File: src/rtl/s_box_layer_serial.sv
`default_nettype none
// ============================================================================
// Module   : s_box_layer_serial
// Brief    : Iterative BORON S-box layer; LANES nibbles are substituted per
//            cycle over a WIDTH-bit state. The inverse table is built only
//            when SBOX_LAYER_INV_EN is defined.
// Revision : 1.0
// ============================================================================
module s_box_layer_serial #(
    parameter int WIDTH = 64,
    parameter int LANES = 4
) (
    input  logic             clk,
    input  logic             rst_n,
    input  logic             inValid,
    output logic             inReady,
    input  logic [WIDTH-1:0] cipherIn,
    input  logic             decMode,
    output logic             outValid,
    input  logic             outReady,
    output logic [WIDTH-1:0] sBoxLayerOut,
    output logic             busy
);

    localparam int STEPS = WIDTH / (4 * LANES);
    localparam int CW    = (STEPS > 1) ? $clog2(STEPS) : 1;
    localparam int SLICE = 4 * LANES;

    localparam logic [1:0] S_IDLE = 2'd0;
    localparam logic [1:0] S_RUN  = 2'd1;
    localparam logic [1:0] S_DONE = 2'd2;

    logic [1:0]       state_q, state_d;
    logic [CW-1:0]    cnt_q, cnt_d;
    logic             mode_q, mode_d;
    logic [WIDTH-1:0] data_q, data_d;
    logic [SLICE-1:0] w_sub;
    logic [WIDTH-1:0] w_next;
    logic             w_mode_in;

    function automatic logic [3:0] sbox_fwd(input logic [3:0] n);
        logic [3:0] r;
        case (n)
            4'h0: r = 4'hE;  4'h1: r = 4'h4;  4'h2: r = 4'hB;  4'h3: r = 4'h1;
            4'h4: r = 4'h7;  4'h5: r = 4'h9;  4'h6: r = 4'hC;  4'h7: r = 4'hA;
            4'h8: r = 4'hD;  4'h9: r = 4'h2;  4'hA: r = 4'h0;  4'hB: r = 4'hF;
            4'hC: r = 4'h8;  4'hD: r = 4'h5;  4'hE: r = 4'h3;  default: r = 4'h6;
        endcase
        return r;
    endfunction

`ifdef SBOX_LAYER_INV_EN
    function automatic logic [3:0] sbox_inv(input logic [3:0] n);
        logic [3:0] r;
        case (n)
            4'h0: r = 4'hA;  4'h1: r = 4'h3;  4'h2: r = 4'h9;  4'h3: r = 4'hE;
            4'h4: r = 4'h1;  4'h5: r = 4'hD;  4'h6: r = 4'hF;  4'h7: r = 4'h4;
            4'h8: r = 4'hC;  4'h9: r = 4'h5;  4'hA: r = 4'h7;  4'hB: r = 4'h2;
            4'hC: r = 4'h6;  4'hD: r = 4'h8;  4'hE: r = 4'h0;  default: r = 4'hB;
        endcase
        return r;
    endfunction

    assign w_mode_in = decMode;

    for (genvar l = 0; l < LANES; l++) begin : g_lane
        assign w_sub[4*l +: 4] = mode_q ? sbox_inv(data_q[4*l +: 4])
                                        : sbox_fwd(data_q[4*l +: 4]);
    end
`else
    // Forward-only build: the mode register is held at zero.
    logic [1:0] w_unused_mode;
    assign w_unused_mode = {decMode, mode_q};
    assign w_mode_in     = 1'b0;

    for (genvar l = 0; l < LANES; l++) begin : g_lane
        assign w_sub[4*l +: 4] = sbox_fwd(data_q[4*l +: 4]);
    end
`endif

    // Rotate the substituted slice in at the top so nibbles return home after STEPS cycles.
    if (STEPS == 1) begin : g_single
        assign w_next = w_sub;
    end else begin : g_multi
        assign w_next = {w_sub, data_q[WIDTH-1:SLICE]};
    end

    always_comb begin
        state_d = state_q;
        cnt_d   = cnt_q;
        mode_d  = mode_q;
        data_d  = data_q;
        case (state_q)
            S_IDLE: begin
                if (inValid) begin
                    data_d  = cipherIn;
                    mode_d  = w_mode_in;
                    cnt_d   = '0;
                    state_d = S_RUN;
                end
            end
            S_RUN: begin
                data_d = w_next;
                cnt_d  = cnt_q + CW'(1);
                if (cnt_q == CW'(STEPS - 1)) begin
                    state_d = S_DONE;
                end
            end
            S_DONE: begin
                if (outReady) begin
                    state_d = S_IDLE;
                end
            end
            default: state_d = S_IDLE;
        endcase
    end

    always_ff @(posedge clk or negedge rst_n) begin
        if (!rst_n) begin
            state_q <= S_IDLE;
            cnt_q   <= '0;
            mode_q  <= 1'b0;
            data_q  <= '0;
        end else begin
            state_q <= state_d;
            cnt_q   <= cnt_d;
            mode_q  <= mode_d;
            data_q  <= data_d;
        end
    end

    assign inReady      = (state_q == S_IDLE);
    assign outValid     = (state_q == S_DONE);
    assign busy         = (state_q != S_IDLE);
    assign sBoxLayerOut = data_q;

endmodule
`default_nettype wire
File: config.mk
export PLATFORM = sky130hd
export DESIGN_NAME = s_box_layer_serial
export DESIGN_NICKNAME = d
export VERILOG_FILES = /design/src/rtl/s_box_layer_serial.sv
export SDC_FILE = /design/constraint.sdc
export NUM_CORES = 1
export LEC_CHECK = 0
export CAP_MARGIN = 15
export CORE_MARGIN = 10
export CORE_UTILIZATION = 45
export DETAILED_ROUTE_END_ITERATION = 7
export PLACE_DENSITY = 0.81
export SYNTH_ARGS = -nofsm -noshare
export SYNTH_HDL_FRONTEND = slang
export SYNTH_SLANG_ARGS = --single-unit
File: constraint.sdc
create_clock -name clk -period 1.7 [get_ports clk]
set_clock_uncertainty 0.1 [all_clocks]
set_input_delay 0.17 -clock clk [delete_from_list [all_inputs] [get_ports clk]]
set_output_delay 0.17 -clock clk [all_outputs]
set_load 0.01 [all_outputs]
==> out/qor.yml <==
yosys:
  synthCells: 386
  synth-seq-area-share: 0.472
  synth.top_cells.by_count: "dfrtp_1, nand2_1, a22oi_1, o21ai_0, a21oi_1"
  synth_top_flop_cell: "dfrtp_1"
  synth_top_cell_by_area: "dfrtp_1"
  synth_top_area_frac: 0.472
  ys_top_cells_by_area: "dfrtp_1, a22oi_1, o21ai_0"
  yosys_warnings: 0
  synthArstFlopShare: 1.00
  ys_ff_latch: 68
  synth_edf_count: 0
  ys_types: 34
  netlist_area_um2: 3600
  syn_area_per_cell_um2: 9.34
  synthMostInstantiatedCell: "dfrtp_1"
  synth.net_count: 464
global_routing:
  antenna_found_initial: 0
  globalRouteOverflowTotal: 0
  grt_pass1_vias: 3660
  grt_max_degree: 69
  use_met1: 0.247
  gr-usage-met2: 0.338
  grt-busiest-layer: "met2"
  grtUsageTotal: 0.204
  grt_pass1_wl_um: 19500
  use_met3: 0.0609
route:
  wl_per_cell_um: 19.6
  routed_wl_um: 12500
  vias: 3652
  viasPerCell: 5.73
  first_pass_iters: 5
  drc: 0
  ant_nets: 0
  drt_iter0_markers: 237
run:
  drv_cap: 0
sta:
  max-slew-margin-rel: 0.739
  rsz0062_at_grt: "no"
  hold_violations: 0
  finalCritPeriodShare: 0.971
  setup_viol: 0
  tightestPinTransition_ns: 0.389
  max_freq_ghz: 0.606
  min_period_ns: 1.65
  drv_slew: 0
pwr:
  power_mw: 11.4
  total_leakage_power_nw: 2.24
  powerDensity_nw_per_um2: 2110
  ir_worst_vdd_uv: 1030
critical_path:
  cp_top_family: "buffers and inverters"
  path_max_fanout: 10
  cp_num_buf_inv: 1
  required_ns: 1.43
  cp-end-kind: "primary output"
  slowest_stage: "clkdlybuf4s50_1"
  r2r_start: "state_q[1]$_DFFE_PN0P_"
  start_kind: "flop"
  critPathKind: "flop to primary output"
  cpPeakStageDelay_ns: 0.58
  arrival_ns: 1.38
  worstPathCellList: "clkdlybuf4s50_1"
  cp-startpoint: "sBoxLayerOut[10]$_DFFE_PN0P_"
final_layout:
  area_delta_synth_final_pct: 50.0
  final_layout_size_suffix_gt1_frac: 0.125
  n_antenna_cell: 0
  stdcell_count: 637
  fin_nets: 608
floorplanning:
  rows: 32
  die_h_um: 110
  start_util: 0.464
  dieWidth_um: 110
  die_area_um2: 12000
  core_um2: 7770
  ioPinCount: 136
status:
  status: "finished clean"
clock_network:
  cts_tree: "done"
  worstSkewPairLatency_ns: 0.34
  cts_buffers: 9
  clockBufferDepth: 2
  cts_root_buf: "clkbuf_8"
  clock-sinks: 68
  htreeDepth: 3
  path_clk_slew_ns: 0.07
place:
  portBuffers: 134
  dpl.hpwl_um: 9090
  dp_cells: 613
  gp_congestion: 0.849
hold_path:
  hp-class: "primary input to async pin"
## cells in the final DEF, fill, tap and decap left out, types with 10 or more instances in the layout
master             n
a21oi_1           25
a22oi_1           48
buf_4             26
clkbuf_8          11
clkdlybuf4s50_1  127
dfrtp_1           59
inv_1             10
nand2_1           52
nor2_1            18
o21ai_0           47
## through the flow
stage	utilization	setup TNS, ns	hold slack (ns)	area, um2	setup WS (ns)
detailed placement	0.659	-1.72	0.127	5120	-0.211
global route	0.696	0	0.344	5410	0.000726
CTS	0.687	0	0.322	5340	0.00464
floorplan	-	0	-0.226	3600	0.198
global placement	0.659	-0.970	0.119	5120	-0.137
finish	0.696	0	0.317	5410	0.0500
## worst reg2reg max path: stages, from the launching register on
cell and delay, ns:
dfrtp_2 0.43, buf_12 0.14, buf_12 0.16, nand2b_1 0.17
buf_4 0.19, a211oi_1 0.19, o21ai_1 0.10
## power breakdown
group | internal [mW] | total, mW | switching, mW
logic | 3.50 | 6.85 | 3.35
clock network | 0.607 | 1.19 | 0.583
registers | 2.51 | 3.35 | 0.843
total | 6.61 | 11.4 | 4.77
## cells by family (layout without fill, tap and decap cells)
logic type / Yosys count / count (layout) / synth area share
simple gates: 90 / 90 / 0.112
xor+xnor: 8 / 8 / 0.0194
compound gates: 158 / 158 / 0.279
fa+ha+maj: 9 / 9 / 0.0312
mux: 6 / 6 / 0.0167
buf+inv: 47 / 196 / 0.0698
flops: 68 / 68 / 0.472
## sequential cells by signal, summed over array words and instances, names as in the netlist
name	flops
sBoxLayerOut	64
cnt_q	2
state_q	2
## repair_timing
item / CTS / global route
hold endpoints to repair: 68 / 0
cloned: 0 / 0
endpoints found under the setup margin: 10 / 14
resized for setup: 11 / 15
pin swaps: 0 / 1
buffers inserted: 2 / 5
hold buffers: 1 / 0
## final timing paths
| check | to | slack [ns] | cells after the start |
|---|---|---|---|
| max in group asynchronous | sBoxLayerOut[7]$_DFFE_PN0P_ | 0.84 | 3 |
| hold / removal | sBoxLayerOut[63]$_DFFE_PN0P_ | 0.32 | 3 |
| setup reg to reg | sBoxLayerOut[53]$_DFFE_PN0P_ | 0.10 | 6 |
| setup / recovery | sBoxLayerOut[10] | 0.05 | 1 |
| min in group clk | state_q[1]$_DFFE_PN0P_ | 0.33 | 3 |
| hold reg to reg | sBoxLayerOut[19]$_DFFE_PN0P_ | 0.41 | 2 |
## area by class of cell
cell class	count	area (um2)
Multi-Input combinational cell	271	1670
Tap cell	102	128
Inverter	10	37.5
Clock inverter	2	10.0
Timing Repair Buffer	170	1690
Fill cell	591	2360
Sequential cell	68	1710
Clock buffer	14	163
## metal layers
layer,vias up,part of all wire
li1,1669,-
met1,1755,0.39
met2,199,0.48
met3,29,0.098
met4,0,0.026
met5,-,0
(Power assumes the default switching activity.)
